## src/rtl/mux4_rr_arbiter.sv

```systemverilog
// Round-robin arbiter for four packet sources sharing one downstream channel.
// Grant is locked for a whole packet and released on the last beat or after MAX_BEATS beats.
module mux4_rr_arbiter #(
    parameter int WIDTH     = 8,
    parameter int MAX_BEATS = 16,
    parameter int CW        = 5
) (
    input  logic             clk,
    input  logic             rst,
    input  logic [3:0]       in_valid,
    input  logic [4*WIDTH-1:0] in_data,
    input  logic [3:0]       in_last,
    output logic [3:0]       in_ready,
    output logic             out_valid,
    output logic [WIDTH-1:0] out_data,
    output logic             out_last,
    input  logic             out_ready,
    output logic [1:0]       sel,
    output logic             busy,
    output logic             overrun
);

    localparam logic [0:0] ST_IDLE = 1'b0;
    localparam logic [0:0] ST_BUSY = 1'b1;

    localparam logic [CW-1:0] LAST_CNT = CW'(MAX_BEATS - 1);

    logic [0:0]    state_q, state_d;
    logic [1:0]    ptr_q, ptr_d;
    logic [1:0]    sel_q, sel_d;
    logic [CW-1:0] cnt_q, cnt_d;
    logic          overrun_q, overrun_d;

    logic          grant_found;
    logic [1:0]    grant_idx;
    logic [1:0]    cand;
    logic          beat;

    // Search order ptr+1, ptr+2, ptr+3, ptr; first requester wins.
    always_comb begin
        grant_found = 1'b0;
        grant_idx   = '0;
        cand        = '0;
        for (int unsigned k = 1; k <= 4; k++) begin
            cand = ptr_q + 2'(k);
            if (!grant_found && in_valid[cand]) begin
                grant_found = 1'b1;
                grant_idx   = cand;
            end
        end
    end

    assign busy      = (state_q == ST_BUSY);
    assign sel       = sel_q;
    assign overrun   = overrun_q;
    assign out_valid = busy & in_valid[sel_q];
    assign out_last  = in_last[sel_q];
    assign out_data  = in_data[sel_q*WIDTH +: WIDTH];
    assign beat      = out_valid & out_ready;

    always_comb begin
        in_ready = '0;
        if (busy) begin
            in_ready[sel_q] = out_ready;
        end
    end

    always_comb begin
        state_d   = state_q;
        ptr_d     = ptr_q;
        sel_d     = sel_q;
        cnt_d     = cnt_q;
        overrun_d = 1'b0;
        case (state_q)
            ST_IDLE: begin
                if (grant_found) begin
                    sel_d   = grant_idx;
                    cnt_d   = '0;
                    state_d = ST_BUSY;
                end
            end
            default: begin
                if (beat) begin
                    cnt_d = cnt_q + 1'b1;
                    if (out_last || (cnt_q == LAST_CNT)) begin
                        ptr_d     = sel_q;
                        state_d   = ST_IDLE;
                        overrun_d = ~out_last;
                    end
                end
            end
        endcase
    end

    always_ff @(posedge clk or posedge rst) begin
        if (rst) begin
            state_q   <= ST_IDLE;
            ptr_q     <= 2'd3;
            sel_q     <= '0;
            cnt_q     <= '0;
            overrun_q <= 1'b0;
        end else begin
            state_q   <= state_d;
            ptr_q     <= ptr_d;
            sel_q     <= sel_d;
            cnt_q     <= cnt_d;
            overrun_q <= overrun_d;
        end
    end

endmodule
```

## config.mk

```make
export PLATFORM = sky130hd
export DESIGN_NAME = mux4_rr_arbiter
export DESIGN_NICKNAME = d
export VERILOG_FILES = /design/src/rtl/mux4_rr_arbiter.sv
export SDC_FILE = /design/constraint.sdc
export NUM_CORES = 1
export LEC_CHECK = 0
export BUFFER_PORTS_ARGS = -buffer_cell sky130_fd_sc_hd__buf_4
export CAP_MARGIN = 10
export CORE_UTILIZATION = 30
export CTS_BUF_LIST = sky130_fd_sc_hd__clkbuf_8
export DETAILED_ROUTE_END_ITERATION = 6
export PLACE_DENSITY_LB_ADDON = 0.08
export SYNTH_ARGS = -nofsm -noshare
export SYNTH_HDL_FRONTEND = slang
export SYNTH_SLANG_ARGS = --single-unit
```

## constraint.sdc

```tcl
create_clock -name clk -period 1.7 [get_ports clk]
set_input_delay 0.17 -clock clk [delete_from_list [all_inputs] [get_ports clk]]
set_output_delay 0.17 -clock clk [all_outputs]
set_load 0.005 [all_outputs]
```

* After elaboration in Yosys (flattened, before gate mapping)
Index checks and enable logic that the tools add are counted.
** Operators by class
- $add $sub $neg :: 4
- $mul :: 0
- Divide/modulo/power cells :: 0
- Order comparisons :: 6
- Equality and inequality tests :: 2
- Shift-type cells :: 1
- Mux-type cells :: 33
- Bitwise gates (word level) :: 5
- Reduce and logical (&&, ||, !) cells :: 12
** Operator list (count)
- $shiftx 32x6->8 :: 1
- $mux 1 :: 18
- $lt 2x3->1 const B :: 5
- $mux 5 :: 3
- $bmux 1 s2 :: 6
- $mux 2 :: 4
- $add 5x1->5 const B :: 1
- $eq 5x4->1 const B :: 1
- $add 2x2->2 const B :: 2
- $and 4x4->4 :: 1
- $logic_and 1x1->1 :: 4
- $mux 4 :: 1
- $reduce_and 2->1 :: 2
- $logic_not 1->1 :: 3
- $reduce_and 3->1 :: 1
- $add 2x1->2 const B :: 1
- $and 1x1->1 :: 2
- $demux 1 s2 :: 1
- $ge 2x1->1 const B :: 1
- $ne 2x1->1 const B :: 1
- $not 1->1 :: 2
- $reduce_bool 2->1 :: 1
- $logic_or 1x1->1 :: 1
** Word-level totals
- Flip-flop bits (word level) :: 11
- Bits in latches :: 0
- RAM bits :: 0
- ROM bits :: 0
- Bits of input ports :: 43
- Output and inout port bits :: 18
- Logic and storage cells :: 68
- Memories kept :: 0

* Longest topological paths before layout
Gate-level depths: netlist of run 1.
- Depth in word-level cells :: 15
- Depth in mapped cells :: 6
- Gate-level depth less buffers :: 6

* Least setup slack after synthesis of run 1
OpenSTA, ideal clock, no wires.
- Path type :: reg2reg
- Start point :: register cnt_q[0]
- End point :: register ptr_q[1]
- Library setup time :: 82 ps
- Arrival time :: 1587 ps
- Data required time :: 1618 ps
- Slack :: 31 ps
- Stages on the path, launching flop included :: 7
- Path buffers :: 0
- Clock period less this slack :: 1669 ps
- Cells stage by stage :: dfrtp_1 > ha_1 > and3_1 > ha_1 > nand3b_1 > o311ai_4 > mux2_4
** Between the ends
- Longest elaborated chain between the ends :: 3
** RTL lines
- start: declaration :: line 31 : logic [CW-1:0] cnt_q, cnt_d;
- start signal: assignment :: line 106 : cnt_q <= cnt_d;
- $eq 5x4->1 :: line 85 : if (out_last || (cnt_q == LAST_CNT)) begin
- $logic_or 1x1->1 :: line 85
- $reduce_and 3->1 (no line)
- end signal: assignment :: line 104 : ptr_q <= ptr_d;
- end: declaration :: line 29 : logic [1:0] ptr_q, ptr_d;
Every way passes these cells.
A chain may end at the register's enable or synchronous reset.

* Worst setup path in the final report of run 1
- Start point :: register sel_q[0] (netlist: sel[0])
- End point :: output port out_data[3]
** Between the ends
- Longest elaborated chain between the ends :: 1
** RTL lines
- start: declaration :: line 30 : logic [1:0] sel_q, sel_d;
- start signal: assignment :: line 105 : sel_q <= sel_d;
- $shiftx 32x6->8 :: line 58 : assign out_data = in_data[sel_q*WIDTH +: WIDTH];
- end: declaration :: line 15 : output logic [WIDTH-1:0] out_data,
Every way passes these cells.

==> key figures, run 1 <==
Logic synthesis
  – Synth unique cells: 34
  – Ys flop type: dfrtp_1
  – Synth area leader: dfrtp_1
  – Post-Synth Simple-Gate Area: 0.166
  – Seq cells post-synth: 11
  – Post-Synth XOR/XNOR Area: 0
  – Post-synthesis mux area share: 0.283
  – Synth Net Count: between 100 and 150
  – Sequential area share after synthesis: 0.296
  – Share of the synthesized area in the top cell type: 0.240
  – Synth Area in Adders: 0.0267
  – Syn Inst Count: 90
  – Asr flop ratio synth: 1.00
  – Netlist Area Pre-Place: 937 um^2
  – Synth area leaders: dfrtp_1 24%, mux4_2 17%, dfstp_2 5.6%
  – Post-synth EDFFs: 0
  – Syn Area/Cell: 10.4 um^2
  – Post-synthesis compound-gate area fraction: 0.175
  – Synth warnings: 0
  – Commonest cells in the netlist: 9 x dfrtp_1, 9 x nor2_1, 7 x mux4_2, 7 x nand2_1
  – Largest family of logic cells by synthesized area: multiplexers

GRT
  – First-pass GRT wire length: 4200 um
  – Vias in the first global route: 959
  – Largest net degree at the start of global routing: 15
  – Initial antenna violation count: 0
  – Overflow after GRT: 0
  – Total GRT Usage: 0.162

Run
  – Max-cap viol count: 0

Clock tree
  – Skew-Pair Late Insertion Delay: ~0.24 ns
  – Max clock buf depth: 2
  – # H-tree levels: 1
  – TritonCTS Buffers: 3
  – Worst-path clk slew: 0.05 ns
  – Clock Tree Root: clkbuf_8
  – TritonCTS clock tree: done
  – Clock Sinks: 11

Worst hold path
  – Worst hold start: in_valid[0]
  – Hold Path Sink: sel[0]
  – Min-Delay Path Depth: 4
  – Hold/Removal Path Class: input port to flop

Place
  – Dpl cell area: 1440 um^2
  – Setup Slack @ Placement: -0.0504 ns
  – Placed cell count: 183
  – Final weighted congestion in routability-driven placement: 0.736
  – Buffers added on ports: 60
  – DP HPWL: 2180 um

Floorplanning
  – Die Wd: 57.9 um
  – Die footprint: around 3400 um^2
  – # rows: 19
  – Core area: 2850 um^2
  – DIE HEIGHT: a little under 60 um
  – I/O Pins: 61
  – Initial Util: 0.329

Detailed routing
  – Detail Route Antenna Nets: 0
  – Vias post-DR: approximately 1000
  – Routed wire length per instance: between 10 and 15 um
  – Drt first pass iters: 7
  – Post-route DRC: 9
  – Vias per inst: slightly above 5
  – Initial DRC count: 57
  – Total wire length: 2760 um

Power
  – Peak supply drop: 0.000650 V
  – Pleak: 0.759 nW
  – PD cells: 1410 nW/um^2

Finish
  – # nets final: 208
  – Non-Filler Instances: 193
  – Area Growth Syn to Fin: 66.6%
  – Share of cells above drive strength 1: 0.574
  – Finished Cell Area: 1560 um^2
  – Ant diodes: 0

Worst setup path
  – Critical Path Start Type: flop
  – Critical R2R Launch: sel[0]
  – CP Capture Type: primary output
  – R2r setup slk: 0.05 ns
  – CP required: 1.53 ns
  – Critical R2R Capture: cnt_q[3]
  – Worst-path fanout max: 10
  – Worst reg-to-reg path cell count: 5
  – Kind of critical path: flop to primary output
  – Critical Path AT: about 1.5 ns

Timing
  – Final min period: 1.66 ns
  – Rel. slew slack: 0.720
  – Hold violation total from the final report: 0
  – Slew Limit Fails: 0
  – Achievable Freq: 0.603 GHz
  – Worst slew pin tran: roughly 0.42 ns
  – Final Setup Violations: 0
  – Worst setup margin: 0.0411 ns
  – Setup Skew: 0.000703 ns
  – Period utilization: 0.976
  – Final hold slack: about 0.25 ns
  – RSZ-0062 raised after global routing: true
  – TNS Setup: 0 ns

Status
  – Failing checks: DRC
  – Status: finished with violations
-- routing by layer --
metal  global-route usage  up-vias  wire length, um
li1                     -      491                -
met5                    0        -                0
met1                0.199      455             1140
met2                0.276       52             1250
met3               0.0379        5              325
met4               0.0612        0               40
-- through the flow --
| stage | utilization | power [mW] |
|---|---|---|
| floorplan | - | 1.30 |
| global placement | 0.505 | 1.83 |
| detailed placement | 0.505 | 1.85 |
| CTS | 0.538 | 2.19 |
| global route | 0.547 | 2.39 |
| finish | 0.547 | 2.21 |
-- sequential cells by signal, indices dropped and copies added (netlist names) --
| register | flops |
|---|---|
| busy | 1 |
| overrun | 1 |
| ptr_q | 2 |
| cnt_q | 5 |
| sel | 2 |
-- area by class of cell --
cell class,instances,area [um^2]
Sequential cell,11,279
Fill cell,255,1290
Multi-Input combinational cell,70,633
Clock inverter,1,3.75
Inverter,5,18.8
Clock buffer,3,41.3
Tap cell,31,38.8
Timing Repair Buffer,72,547
-- where the power goes --
part | switching, mW | internal [mW] | total (mW)
Combinational | 0.589 | 0.859 | 1.45
Clock | 0.0991 | 0.159 | 0.258
Sequential | 0.118 | 0.385 | 0.503
-- timing repair --
action / CTS / global route
setup endpoints to repair: 10 / 7
resized for setup: 4 / 3
hold buffers: 1 / 0
setup buffers: 4 / 1
endpoints found under the hold margin: 9 / 0
-- how the worst max path moves through the flow --
stage,start,end,slack (ns),cells after the start
detailed placement,cnt_q[0],ptr_q[1],-0.05,5
global placement,cnt_q[0],ptr_q[1],0.0001,6
global route,sel[0],cnt_q[3],-0.005,5
finish,sel[0],out_data[3],0.04,3
floorplan,cnt_q[0],ptr_q[1],0.03,6
CTS,sel[0],out_data[4],0.04,3
-- critical path, cell delays in order, from the launching register on --
cell     delay, ns
dfrtp_2       0.41
buf_6         0.18
mux4_2        0.51
buf_4         0.15
-- cells in the final DEF, fill, tap and decap left out, types with 2 or more instances in the layout --
cell	count
o22ai_1	2
dfrtp_1	8
clkbuf_8	3
dfstp_2	2
mux2i_1	3
nand2b_1	3
mux2_4	2
buf_4	70
o21ai_0	4
nor2b_1	2
nor2_1	9
nand2_1	7
nand3b_1	2
nand3_1	3
a21oi_1	5
inv_1	6
a31oi_1	2
mux4_2	7
o221ai_1	2
-- kinds of logic after synthesis --
group | count (synthesis)
AO/OA/AOI/OAI | 22
adder cells (fa/ha/maj) | 2
buffers and inverters | 9
flip-flops | 11
multiplexers | 15
AND/OR/NAND/NOR | 31
Power figures use the tool's default switching activity.
==> run 2: changes to the inputs <==
==> constraint.sdc (replaced) <==
create_clock -name clk -period 1.7 [get_ports clk]
set_input_delay 0.255 -clock clk [delete_from_list [all_inputs] [get_ports clk]]
set_output_delay 0.255 -clock clk [all_outputs]
set_load 0.005 [all_outputs]
==> key figures, run 2 (synthesis results as in run 1) <==
Status
  – Status: finished with violations
  – Failing checks: DRC, setup timing

Worst setup path
  – Top delay family on crit path: multiplexers
  – Crit-path cells: buf_6 > mux4_2 > buf_6
  – Critical Path Start Type: flop
  – Kind of critical path: flop to primary output
  – R2r setup slk: 0.04 ns
  – Most common cell on crit path: buf_6
  – Worst reg-to-reg path cell count: 5
  – Critical R2R Capture: cnt_q[3]
  – Critical R2R Launch: sel[0]
  – CP Capture Type: primary output
  – Largest stage delay, worst path: 0.51 ns
  – Critical Path AT: 1.48 ns
  – CP required: about 1.4 ns
  – Worst-path fanout max: 7
  – Crit-path slowest cell: mux4_2
  – Crit path buffers/inverters: 2

Floorplanning
  – Die footprint: 3350 um^2
  – Core area: 2850 um^2
  – Initial Util: 0.329
  – DIE HEIGHT: 57.9 um
  – Die Wd: a little under 60 um
  – I/O Pins: 61
  – # rows: 19

GRT
  – First-pass GRT wire length: ~4700 um
  – Overflow after GRT: 0
  – Largest net degree at the start of global routing: 15
  – Total GRT Usage: 0.179
  – Vias in the first global route: 1022
  – Initial antenna violation count: 0

Worst hold path
  – Hold/Removal Path Class: input port to async pin

Timing
  – Slew Limit Fails: 0
  – Setup Skew: 0.00290 ns
  – Worst setup margin: -0.0341 ns
  – Final min period: ~1.7 ns
  – Worst slew pin tran: roughly 0.43 ns
  – Final Setup Violations: 9
  – Rel. slew slack: 0.710
  – RSZ-0062 raised after global routing: true
  – Achievable Freq: 0.577 GHz
  – Period utilization: 1.02
  – Hold violation total from the final report: 0
  – TNS Setup: -0.194 ns

Clock tree
  – Clock Tree Root: clkbuf_8
  – Clock Sinks: 11
  – Worst-path clk slew: 0.05 ns
  – Skew-Pair Late Insertion Delay: 0.23 ns
  – TritonCTS clock tree: done
  – Max clock buf depth: 2
  – # H-tree levels: 1
  – TritonCTS Buffers: 3
  – Hold buffer count at cts: 0

Place
  – Buffers added on ports: 60
  – Final weighted congestion in routability-driven placement: around 0.75
  – DP HPWL: roughly 2300 um
  – Placed cell count: 186

Detailed routing
  – Total wire length: between 2000 and 3000 um
  – Initial DRC count: 25
  – Post-route DRC: 10
  – Drt first pass iters: 6
  – Routed wire length per instance: 14.7 um
  – Vias per inst: 5.20
  – Vias post-DR: 1029
  – Detail Route Antenna Nets: 0

Power
  – PD cells: about 1500 nW/um^2
  – Peak supply drop: 0.000735 V
  – Power consumption: between 2 and 2.5 mW
  – Pleak: 0.794 nW

Finish
  – Share of cells above drive strength 1: 0.611
  – Ant diodes: 0
  – Util after Layout: 0.580
  – Non-Filler Instances: 198
  – Most frequent cells in the layout: 66 x buf_4, 11 x buf_6, 9 x nor2_1
  – Area Growth Syn to Fin: 76.6%
  – Commonest non-fill, non-tap cell in the layout: buf_4
  – Biggest register: cnt_q
  – Max reg flops: 5
  – # nets final: 213

Run
  – Max-cap viol count: 0
## run 2: cell count changes in the layout (fill, tap and decap cells not counted), sizes merged
cell,change
dlygate4sd3,-1
buf,+6
## run 2: timing repair
action / CTS / global route
resized for setup: 14 / 9
buffers inserted: 4 / 4
setup endpoints to repair: 12 / 12
pin swaps: 1 / 2
## run 2: metal layers
metal  wire, um  global-route usage  vias to the layer above
li1           -                   -                      502
met1       1190               0.217                      478
met2       1430               0.312                       45
met3        268              0.0335                        4
met4         37              0.0714                        0
met5          0                   0                        -
## run 2: through the flow
step	area, um^2	hold slack, ns	setup slack (ns)
2_1_floorplan	937	0.106	0.0309
3_3_place_gp	1460	0.275	-0.00557
3_5_place_dp	1460	0.292	-0.0493
4_1_cts	1580	0.0343	-0.0707
5_1_grt	1660	0.0505	-0.0948
6_report	1660	0.0203	-0.0341
## run 2: worst max-delay path by stage
stage / from / to / slack [ns] / cells past startpoint
2_1_floorplan: cnt_q[0] / ptr_q[1] / 0.03 / 6
3_3_place_gp: cnt_q[0] / ptr_q[1] / -0.006 / 6
3_5_place_dp: cnt_q[0] / ptr_q[1] / -0.05 / 6
4_1_cts: sel[0] / out_data[7] / -0.07 / 3
5_1_grt: sel[0] / out_last / -0.09 / 5
6_report: sel[0] / out_data[7] / -0.03 / 3
## run 2: cell type report
cell class,instances,area (um^2)
Clock inverter,1,3.75
Fill cell,250,1200
Tap cell,31,38.8
Clock buffer,3,41.3
Sequential cell,11,279
Timing Repair Buffer,77,619
Multi-Input combinational cell,70,654
Inverter,5,18.8
## run 2: worst register-to-register path: stages, from the launching register on
cell	delay, ns
dfrtp_2	0.46
buf_4	0.17
mux2i_4	0.18
o22a_2	0.27
or3_1	0.36
a21oi_1	0.15
## run 2: power breakdown
| group | internal, mW | switching [mW] |
|---|---|---|
| sequential | 0.385 | 0.119 |
| combinational | 1.04 | 0.647 |
| clock | 0.158 | 0.0930 |
| total | 1.58 | 0.858 |
==> run 3: changes to the inputs <==
==> constraint.sdc (replaced) <==
create_clock -name clk -period 2 [get_ports clk]
set_input_delay 0.3 -clock clk [delete_from_list [all_inputs] [get_ports clk]]
set_output_delay 0.3 -clock clk [all_outputs]
set_load 0.005 [all_outputs]
==> key figures, run 3 (synthesis results as in run 1) <==
Status
  – Status: finished with violations
  – Failing checks: DRC

Detailed routing
  – Vias per inst: 5.34
  – Vias post-DR: 982
  – Total wire length: 2690 um
  – Initial DRC count: 46
  – Detail Route Antenna Nets: 0
  – Post-route DRC: 10
  – Routed wire length per instance: ~15 um
  – Drt first pass iters: 6

Timing
  – Worst slew pin tran: 0.410 ns
  – Slew Limit Fails: 0
  – Final min period: 1.87 ns
  – Worst setup margin: roughly 0.13 ns
  – Setup Skew: 0.00437 ns
  – Period utilization: 0.937
  – Final Setup Violations: 0
  – Final hold slack: between 0.05 and 0.06 ns
  – Achievable Freq: 0.534 GHz
  – RSZ-0062 raised after global routing: false
  – Hold violation total from the final report: 0
  – Rel. slew slack: 0.726
  – TNS Setup: 0 ns

Floorplanning
  – Core area: ~2900 um^2
  – Die footprint: between 3000 and 4000 um^2
  – # rows: 19
  – DIE HEIGHT: 57.9 um
  – Initial Util: 0.329
  – Die Wd: 57.9 um
  – I/O Pins: 61

Worst setup path
  – Critical Path AT: 1.57 ns
  – Worst reg-to-reg path cell count: 6
  – Kind of critical path: flop to primary output
  – Largest stage delay, worst path: 0.50 ns
  – Crit path depth: 3
  – Critical path startpoint: sel[0]
  – Most common cell on crit path: buf_4
  – CP required: 1.70 ns
  – Top delay family on crit path: multiplexers
  – Worst-path fanout max: 9
  – Crit-path cells: buf_4 > mux4_2 > buf_4
  – Critical Path Start Type: flop
  – CP Capture Type: primary output
  – CP Capture Point: out_data[2]
  – Critical R2R Launch: cnt_q[0]
  – Critical R2R Capture: ptr_q[0]
  – R2r setup slk: 0.23 ns
  – Crit path buffers/inverters: 2
  – Crit-path slowest cell: mux4_2

Run
  – Max-cap viol count: 0

Finish
  – Finished Cell Area: 1470 um^2
  – Biggest register: cnt_q
  – Commonest non-fill, non-tap cell in the layout: buf_4
  – Most frequent cells in the layout: 63 x buf_4, 9 x nor2_1, 8 x dfrtp_1
  – # nets final: between 150 and 200
  – Fill count: 262
  – Max reg flops: 5
  – Ant diodes: 0
  – Area Growth Syn to Fin: 56.3%
  – Share of cells above drive strength 1: 0.536

Power
  – PD cells: between 1000 and 1500 nW/um^2
  – Pleak: 0.722 nW
  – Peak supply drop: 0.000745 V

Worst hold path
  – Hold/Removal Path Class: input port to async pin

Clock tree
  – Hold buffer count at cts: 0
  – Max clock buf depth: 2
  – Clock Sinks: 11
  – TritonCTS Buffers: 3
  – Worst-path clk slew: approximately 0.05 ns
  – Skew-Pair Late Insertion Delay: 0.24 ns
  – Clock Tree Root: clkbuf_8
  – # H-tree levels: 1
  – Setup bufs post-CTS: 0
  – TritonCTS clock tree: done

Place
  – Setup Slack @ Placement: 0.224 ns
  – Buffers added on ports: 60
  – Dpl cell area: between 1000 and 1500 um^2
  – Final weighted congestion in routability-driven placement: 0.755
  – DP HPWL: about 2200 um

GRT
  – Largest net degree at the start of global routing: 15
  – Initial antenna violation count: 0
  – Total GRT Usage: 0.159
  – Vias in the first global route: 903
  – First-pass GRT wire length: 4130 um
  – Overflow after GRT: 0
==> run 3: cell types whose count changed in the layout (fill, tap and decap cells not counted), moves of 2 or more <==
cell	delta
buf_6	-11
ha_1	+2
mux2i_1	+3
buf_4	-3
mux2i_4	-2
==> run 3: repair_timing <==
item,CTS,global route
resized for setup,1,0
hold endpoints to repair,0,0
setup endpoints to repair,1,0
==> run 3: how the worst min path moves through the flow <==
stage                     cells past startpoint  start       end  slack, ns
after floorplan                               1    rst      busy       0.15
after global placement                        2    rst  cnt_q[1]       0.32
after detailed placement                      2    rst  cnt_q[3]       0.32
after CTS                                     2    rst  cnt_q[2]       0.07
after global routing                          2    rst  cnt_q[2]        0.1
final                                         2    rst  cnt_q[2]       0.05
==> run 3: report_power, final <==
group | switching [mW] | total [mW] | internal [mW]
combinational | 0.432 | 1.06 | 0.626
sequential | 0.131 | 0.457 | 0.326
clock | 0.0815 | 0.218 | 0.137
total | 0.645 | 1.73 | 1.09
==> run 3: metrics by stage <==
step                      total power [mW]  cells  utilization
after detailed placement              1.53    180        0.497
final                                 1.73    184        0.514
after global placement                1.51    180        0.497
after CTS                             1.76    184        0.514
after global routing                  1.87    184        0.514
after floorplan                       1.10     90            -
==> run 3: layout make-up <==
cell class	count	area, um^2	area share
Clock buffer	3	41.3	0.0282
Clock inverter	1	5.00	0.00342
Inverter	5	18.8	0.0128
Multi-Input combinational cell	70	609	0.416
Sequential cell	11	279	0.190
Tap cell	31	38.8	0.0265
Timing Repair Buffer	63	473	0.323
==> run 3: routing by layer <==
metal	track usage	share of wire	routed length [um]
met2	0.274	0.47	1270
met3	0.0335	0.11	302
met1	0.195	0.40	1080
met5	0	0	0
met4	0.0612	0.014	38
